## config.mk

```make
export PLATFORM = sky130hd
export DESIGN_NAME = border_draw_ctrl
export DESIGN_NICKNAME = d
export VERILOG_FILES = /design/src/rtl/border_draw_ctrl.sv
export SDC_FILE = /design/constraint.sdc
export NUM_CORES = 1
export LEC_CHECK = 0
export BUFFER_PORTS_ARGS = -buffer_cell sky130_fd_sc_hd__buf_2
export CORE_MARGIN = 10
export CORE_UTILIZATION = 52
export CTS_CLUSTER_DIAMETER = 80
export DETAILED_ROUTE_END_ITERATION = 8
export PLACE_DENSITY_LB_ADDON = 0.3
export SETUP_SLACK_MARGIN = 0.15
export SYNTH_ARGS = -nofsm -noshare
export SYNTH_HDL_FRONTEND = slang
export SYNTH_SLANG_ARGS = --single-unit
```

## constraint.sdc

```tcl
create_clock -name clk -period 2.5 [get_ports clk]
set_input_delay 0.25 -clock clk [delete_from_list [all_inputs] [get_ports clk]]
set_output_delay 0.25 -clock clk [all_outputs]
set_load 0.03 [all_outputs]
```

## src/rtl/border_draw_ctrl.sv

```systemverilog
// Border rectangle pixel generator for a VGA adapter: press-and-release start, one pixel per step.
// Optional macro BORDER_SIDES_EN adds the LEFT/RIGHT vertical edges to the top/bottom lines.
module border_draw_ctrl #(
  parameter int         X_LEFT   = 15,
  parameter int         X_RIGHT  = 140,
  parameter int         Y_TOP    = 20,
  parameter int         Y_BOTTOM = 105,
  parameter logic [2:0] COLOUR   = 3'b111
) (
  input  logic       clk,
  input  logic       reset,
  input  logic       go,
  input  logic       step,
  output logic [7:0] x,
  output logic [6:0] y,
  output logic [2:0] colour,
  output logic       plot,
  output logic       busy,
  output logic       done
);

  localparam logic [7:0] XL  = 8'(X_LEFT);
  localparam logic [7:0] XR  = 8'(X_RIGHT);
  localparam logic [6:0] YT  = 7'(Y_TOP);
  localparam logic [6:0] YB  = 7'(Y_BOTTOM);
`ifdef BORDER_SIDES_EN
  // Side edges skip the corner rows, which the horizontal lines already own.
  localparam logic [6:0] YS0 = 7'(Y_TOP + 1);
  localparam logic [6:0] YS1 = 7'(Y_BOTTOM - 1);
`endif

  typedef enum logic [2:0] {
    IDLE,
    ARM,
    TOP,
    BOTTOM,
`ifdef BORDER_SIDES_EN
    LEFT,
    RIGHT,
`endif
    DONE
  } state_t;

  state_t     state_q, state_d;
  logic [7:0] x_q, x_d;
  logic [6:0] y_q, y_d;
  logic       drawing;

  always_ff @(posedge clk) begin
    if (reset) begin
      state_q <= IDLE;
      x_q     <= XL;
      y_q     <= YT;
    end else begin
      state_q <= state_d;
      x_q     <= x_d;
      y_q     <= y_d;
    end
  end

  always_comb begin
    state_d = state_q;
    x_d     = x_q;
    y_d     = y_q;
    drawing = 1'b0;
    case (state_q)
      IDLE: begin
        if (go) state_d = ARM;
      end
      ARM: begin
        if (!go) begin
          state_d = TOP;
          x_d     = XL;
          y_d     = YT;
        end
      end
      TOP: begin
        drawing = 1'b1;
        if (step) begin
          if (x_q == XR) begin
            state_d = BOTTOM;
            x_d     = XL;
            y_d     = YB;
          end else begin
            x_d = x_q + 8'd1;
          end
        end
      end
      BOTTOM: begin
        drawing = 1'b1;
        if (step) begin
          if (x_q == XR) begin
`ifdef BORDER_SIDES_EN
            state_d = LEFT;
            x_d     = XL;
            y_d     = YS0;
`else
            state_d = DONE;
`endif
          end else begin
            x_d = x_q + 8'd1;
          end
        end
      end
`ifdef BORDER_SIDES_EN
      LEFT: begin
        drawing = 1'b1;
        if (step) begin
          if (y_q == YS1) begin
            state_d = RIGHT;
            x_d     = XR;
            y_d     = YS0;
          end else begin
            y_d = y_q + 7'd1;
          end
        end
      end
      RIGHT: begin
        drawing = 1'b1;
        if (step) begin
          if (y_q == YS1) state_d = DONE;
          else            y_d     = y_q + 7'd1;
        end
      end
`endif
      DONE: begin
        state_d = IDLE;
        x_d     = XL;
        y_d     = YT;
      end
      default: begin
        state_d = IDLE;
        x_d     = XL;
        y_d     = YT;
      end
    endcase
  end

  // A reset cycle never writes a pixel, even mid-sweep.
  assign plot   = step & drawing & ~reset;
  assign busy   = (state_q != IDLE) && (state_q != ARM);
  assign done   = (state_q == DONE);
  assign x      = x_q;
  assign y      = y_q;
  assign colour = COLOUR;

endmodule

```

==> out/qor.tcl, run 1 <==
set qor(maxSlewViolCount) 0
set qor(layout.cell_area.non_filler_um2) 833
set qor(fin_worst_skew_ns) 0.000803
set qor(powerDensity_nw_per_um2) 534
set qor(min-delay-path-class) {input pin to flip-flop}
set qor(critical_path_required_ns) 2.70
set qor(layout_common_cells) {20 x buf_2, 13 x dfxtp_1, 6 x nor2_1}
set qor(min_period_over_period_pct) 74.2
set qor(ys_async_sr_fraction_pct) 0
set qor(min-delay-start) {reset}
set qor(die_x_um) 58.1
set qor(layout.nets) 111
set qor(clock_sink_count) 13
set qor(number_of_global_route_vias_before_repair) 641
set qor(reg2reg_depth) 6
set qor(detailedRoute.firstIterationViolations) 14
set qor(cts_post_setup_buffers_inserted) 0
set qor(wl_per_cell_um) 13.7
set qor(synthDistinctLibCells) 36
set qor(wl_met2_um) 769
set qor(cts_inserted_buffers) 3
set qor(num_antenna_cells) 0
set qor(max_stage_delay_ns) 0.47
set qor(top_layer) {met4}
set qor(cts_hold_repair.buffers) 0
set qor(wirelength_met1_um) 700
set qor(crit_type) {flip-flop to flip-flop}
set qor(critPathMaxFanout) 6
set qor(dpl.cell_count) 115
set qor(finalSetupViolations) 0
set qor(clock_slew_at_the_register_clock_pins_of_the_worst_setup_and_hold_paths_ns) 0.07
set qor(fp.dieArea_um2) 3380
set qor(boundaryPins) 25
set qor(num_rows) 13
set qor(synthesis.instances) 88
set qor(reported_leakage_power_nw) 0.388
set qor(largest_net_degree_at_the_start_of_global_routing) 12
set qor(global_route.usage.total_pct) 10.0
set qor(holdPathEnd) {state_q[2]}
set qor(tritoncts) {built}
set qor(flow.area_growth_from_synthesis_pct) 10.3
set qor(outcome) {completed}
set qor(route.detailed.vias_per_inst) 5.55
set qor(first_pass_grt_wire_length_um) 2770
set qor(finalSetupTns_ns) 0
set qor(portBuffers) 20
set qor(critical_path_arrival_ns) 2.06
set qor(synthesis.yosys.warnings) 0
set qor(clockRootBuffer) {clkbuf_4}
set qor(grt-ovfl-total) 0
set qor(gp_routability_congestion) 0.849
set qor(finalWirelength_um) 1630
set qor(worstSetupEndpointType) {flip-flop}
set qor(clock_period_minus_final_worst_setup_slack_ns) 1.85
set qor(ctsLongestPathBuffers) 2
set qor(r2r-start) {x[0]}
set qor(postPlaceCellArea_um2) 807
set qor(worst_slew_margin_rel_pct) 64.3
set qor(final-hold-violation-count) 0
set qor(ys.flop_type) {dfxtp_1}
set qor(postSynthAreaPerCell_um2) 8.59
set qor(worstPathCellList) {inv_1, ha_1, and4b_1, and4bb_2, or4_1, a21oi_1}
set qor(htree_num_levels) 1
set qor(crit_path_start_kind) {flip-flop}
set qor(grt_antenna_before_repair) 0
set qor(place_worst_setup_slack_ns) 0.666
set qor(cts_resized) 0
set qor(flops_latches_synth) 13
set qor(drc_violations_left) 0
set qor(syn_area_um2) 756
set qor(drt_pre_antenna_iters) 4
set qor(hold_depth) 2
set qor(floorplan.core_area_um2) 1330
set qor(detail-route-antenna-nets) 0
set qor(clk-insertion-delay-late_ns) 0.27
set qor(post_route_cells_drive_above_1_share_pct) 27.9
set qor(max_clock_freq_mhz) 539
set qor(initial_utilization_pct) 56.7
set qor(rrSetupSlack_ns) 0.65
set qor(layout.cells.most_common) {buf_2}
set qor(postLayoutSetupSlackWorst_ns) 0.645
set qor(hpwl_um) 1300
set qor(synth_edf_count) 0
set qor(yosysSeqAreaShare_pct) 34.4
set qor(critPathSlowestCell) {or4_1}
set qor(fillCellCount) 124
set qor(worst_pin_slew_ns) 0.522
set qor(regToRegEndpoint) {x[4]}
set qor(via_count) 661
set qor(die_height_um) 58.1
set qor(fin_cells) 119
set qor(power.ir.vdd_worst_uv) 323
set qor(max-cap-violations) 0
set qor(routed-wl-met3_um) 147
set qor(grt_setup_unrepaired) {false}
## worst max path at each step
stage               startpoint  endpoint  slack, ns  cells past startpoint
floorplan                 x[0]      x[4]       0.53                      6
global placement          x[0]      x[4]       0.72                      6
detailed placement        x[0]      x[4]       0.67                      6
CTS                       x[0]      x[4]       0.64                      6
global route              x[0]      x[4]       0.47                      6
finish                    x[0]      x[4]       0.65                      6
## layout make-up
cell class / instances / area [µm²] / area share (%)
flip-flops and latches: 13 / 260 / 31.2
well taps: 15 / 18.8 / 2.25
multi-input cells: 62 / 409 / 49.1
clock buffers: 4 / 26.3 / 3.15
repair buffers: 20 / 100 / 12.0
inverters: 5 / 18.8 / 2.25
## critical path, delay by kind of cell (launching register included)
family	cells	cell delay [ns]
AND/OR/NAND/NOR	3	0.97
adder cells (fa/ha/maj)	1	0.19
buffers and inverters	1	0.08
AO/OA/AOI/OAI	1	0.15
flip-flops	1	0.41
## power breakdown
part           internal (mW)  switching, mW  total [mW]
clock network         0.0618         0.0610       0.123
registers              0.216         0.0130       0.229
logic                 0.0295         0.0630      0.0925
total                  0.308          0.137       0.445
## state kept, by name (all words and copies together), names as in the netlist
register and count:
state_q 3, x 8, y 2
## synthesized netlist by cell type, drive strengths merged, types with 2 or more instances
cell / n / area share (%)
xnor2: 4 / 4.6
or2: 2 / 1.7
a211oi: 2 / 2.0
inv: 5 / 2.5
buf: 9 / 9.4
o21ai: 2 / 1.3
nand2: 5 / 2.5
dfxtp: 13 / 34
or4: 2 / 2.0
ha: 2 / 3.3
nor2: 6 / 3.0
o31ai: 3 / 3.0
conb: 2 / 0.99
a21oi: 4 / 2.6
nand3: 5 / 3.3
and3: 2 / 1.7
nor3b: 2 / 2.0
## routing by layer
layer,up-vias,track usage (%)
li1,339,-
met1,304,10.5
met2,16,16.3
met3,2,6.75
met4,0,2.01
met5,-,0
## logic make-up (layout without fill, tap and decap cells)
logic type	after synthesis	after routing	share of synthesized area [%]
adders and majority gates	2	2	3.31
AOI/OAI and AO/OA	20	20	18.9
buffers and inverters	15	29	12.4
xor gates and xnor gates	4	4	4.64
and+or+nand+nor	32	32	25.3
other	2	4	0.994
DFF	13	13	34.4
## metrics by stage
stage | util, % | hold WS (ns) | total power [mW]
2_1_floorplan | - | 0.326 | 0.314
3_3_place_gp | 60.5 | 0.449 | 0.325
4_1_cts | 62.5 | 0.172 | 0.450
6_report | 62.5 | 0.180 | 0.445
3_5_place_dp | 60.5 | 0.458 | 0.327
5_1_grt | 62.5 | 0.183 | 0.471
No activity file was read; power rests on OpenSTA's default activity.
==> run 2: changes to the inputs <==
--- a/config.mk
+++ b/config.mk
@@ -7,7 +7,7 @@
 export LEC_CHECK = 0
 export BUFFER_PORTS_ARGS = -buffer_cell sky130_fd_sc_hd__buf_2
 export CORE_MARGIN = 10
-export CORE_UTILIZATION = 52
+export CORE_UTILIZATION = 43
 export CTS_CLUSTER_DIAMETER = 80
 export DETAILED_ROUTE_END_ITERATION = 8
 export PLACE_DENSITY_LB_ADDON = 0.3
==> constraint.sdc (replaced) <==
create_clock -name clk -period 1.5 [get_ports clk]
set_input_delay 0.15 -clock clk [delete_from_list [all_inputs] [get_ports clk]]
set_output_delay 0.15 -clock clk [all_outputs]
set_load 0.03 [all_outputs]
==> out/qor.tcl, run 2 (synthesis results as in run 1) <==
set qor(post_route_cells_drive_above_1_share_pct) 63.0
set qor(max-cap-violations) 0
set qor(fp.dieArea_um2) 3830
set qor(reported_leakage_power_nw) 0.517
set qor(postPlaceCellArea_um2) 971
set qor(clock_period_minus_final_worst_setup_slack_ns) 1.69
set qor(via_count) 787
set qor(die_x_um) 61.9
set qor(powerDensity_nw_per_um2) 703
set qor(largest_net_degree_at_the_start_of_global_routing) 11
set qor(layout_common_cells) {21 x buf_4, 17 x buf_2, 7 x dfxtp_1, 5 x nand2_1}
set qor(fin_worst_skew_ns) 0.00840
set qor(power.ir.vdd_worst_uv) 510
set qor(grt-ovfl-total) 0
set qor(violations) {setup timing}
set qor(drc_violations_left) 0
set qor(finalWirelength_um) 2310
set qor(boundaryPins) 25
set qor(drt_pre_antenna_iters) 4
set qor(postLayoutSetupSlackWorst_ns) -0.192
set qor(htree_num_levels) 1
set qor(portBuffers) 20
set qor(hold_depth) 2
set qor(grt_setup_unrepaired) {true}
set qor(num_rows) 15
set qor(critPathSlowestCell) {or4_1}
set qor(number_of_global_route_vias_before_repair) 741
set qor(layout.cell_area.non_filler_um2) 1220
set qor(layout.nets) 134
set qor(gp_routability_congestion) 0.786
set qor(regToRegEndpoint) {x[4]}
set qor(die_height_um) 61.9
set qor(initial_utilization_pct) 44.7
set qor(crit_path_start_kind) {flip-flop}
set qor(critical_path_arrival_ns) 1.91
set qor(grt_antenna_before_repair) 0
set qor(route.detailed.vias_per_inst) 5.47
set qor(timing.critical_path.from) {x[1]}
set qor(max_stage_delay_ns) 0.48
set qor(first_pass_grt_wire_length_um) 3350
set qor(hpwl_um) 1600
set qor(flow.area_growth_from_synthesis_pct) 61.6
set qor(finish.utilization_pct) 72.3
set qor(critical_path_required_ns) 1.72
set qor(rrSetupSlack_ns) -0.19
set qor(worstSetupEndpointType) {flip-flop}
set qor(ctsLongestPathBuffers) 2
set qor(global_route.usage.total_pct) 11.7
set qor(tritoncts) {built}
set qor(finalSetupViolations) 10
set qor(num_antenna_cells) 0
set qor(critPathMaxFanout) 4
set qor(worst_setup_path_endpoint) {x[4]}
set qor(outcome) {finished, violations left}
set qor(largest_register_ff_count) 8
set qor(max_clock_freq_mhz) 591
set qor(detailedRoute.firstIterationViolations) 37
set qor(clockRootBuffer) {clkbuf_4}
set qor(clock_sink_count) 13
set qor(final-hold-violation-count) 0
set qor(clock_slew_at_the_register_clock_pins_of_the_worst_setup_and_hold_paths_ns) 0.09
set qor(clk-insertion-delay-late_ns) 0.29
set qor(layout.cells.most_common) {buf_4}
set qor(min-delay-path-class) {input pin to flip-flop}
set qor(worstPathCellList) {inv_2, ha_4, and4b_1, and4bb_2, or4_1, a21oi_1}
set qor(min_period_over_period_pct) 113
set qor(floorplan.core_area_um2) 1690
set qor(reg2reg_depth) 6
set qor(wl_per_cell_um) 16.0
set qor(crit_type) {flip-flop to flip-flop}
set qor(detail-route-antenna-nets) 0
set qor(r2r-start) {x[1]}
set qor(maxSlewViolCount) 0
set qor(cts_inserted_buffers) 3
run 2: per-layer routing:
metal / vias up / part of all wire, % / GRT usage [%] / wire length, µm
li1: 389 / - / - / -
met1: 367 / 42 / 13.9 / 963
met2: 26 / 50 / 18.6 / 1160
met3: 5 / 6.4 / 3.46 / 147
met4: 0 / 1.6 / 5.73 / 36
met5: - / 0 / 0 / 0
run 2: report_power, final:
| group | switching (mW) | internal, mW | total [mW] | leakage (nW) |
|---|---|---|---|---|
| Combinational | 0.155 | 0.102 | 0.257 | 0.396 |
| Sequential | 0.00978 | 0.359 | 0.369 | 0.107 |
| Clock | 0.130 | 0.103 | 0.233 | 0.0150 |
| Total | 0.295 | 0.564 | 0.858 | 0.517 |
run 2: worst min path at each step:
| stage | slack (ns) | from | end |
|---|---|---|---|
| CTS | 0.10 | reset | state_q[2] |
| detailed placement | 0.37 | reset | state_q[2] |
| global placement | 0.36 | reset | state_q[2] |
| finish | 0.1 | reset | state_q[2] |
| floorplan | 0.23 | reset | state_q[2] |
| global route | 0.10 | reset | state_q[2] |
run 2: timing repair:
item,in CTS,in global routing
setup endpoints to repair,15,16
buffers inserted,1,3
hold buffers,0,0
gates cloned,0,0
pin swaps,15,9
hold endpoints to repair,0,0
resized for setup,20,21
run 2: cell type report:
class | count | area (µm²)
clock buffer | 4 | 26.3
fill | 109 | 468
timing repair buffer | 43 | 295
multi-input combinational | 62 | 584
inverter | 5 | 21.3
sequential | 13 | 273
tap | 17 | 21.3
run 2: through the flow:
stage	std cells	power (mW)	setup TNS (ns)	worst slack, ns	hold WS [ns]
after floorplan	90	0.524	-0.545	-0.219	0.226
after global placement	136	0.574	-0.245	-0.106	0.364
after detailed placement	136	0.577	-0.620	-0.149	0.368
after CTS	141	0.816	-0.283	-0.141	0.104
after global routing	144	0.903	-1.43	-0.251	0.101
final	144	0.858	-0.820	-0.192	0.0994
run 2: worst max-delay path, delay by kind of cell, from the launching register on:
kind            cells  cell delay (ns)
simple gates        3             0.95
flops               1             0.36
fa+ha+maj           1             0.15
compound gates      1             0.13
buf+inv             1             0.04
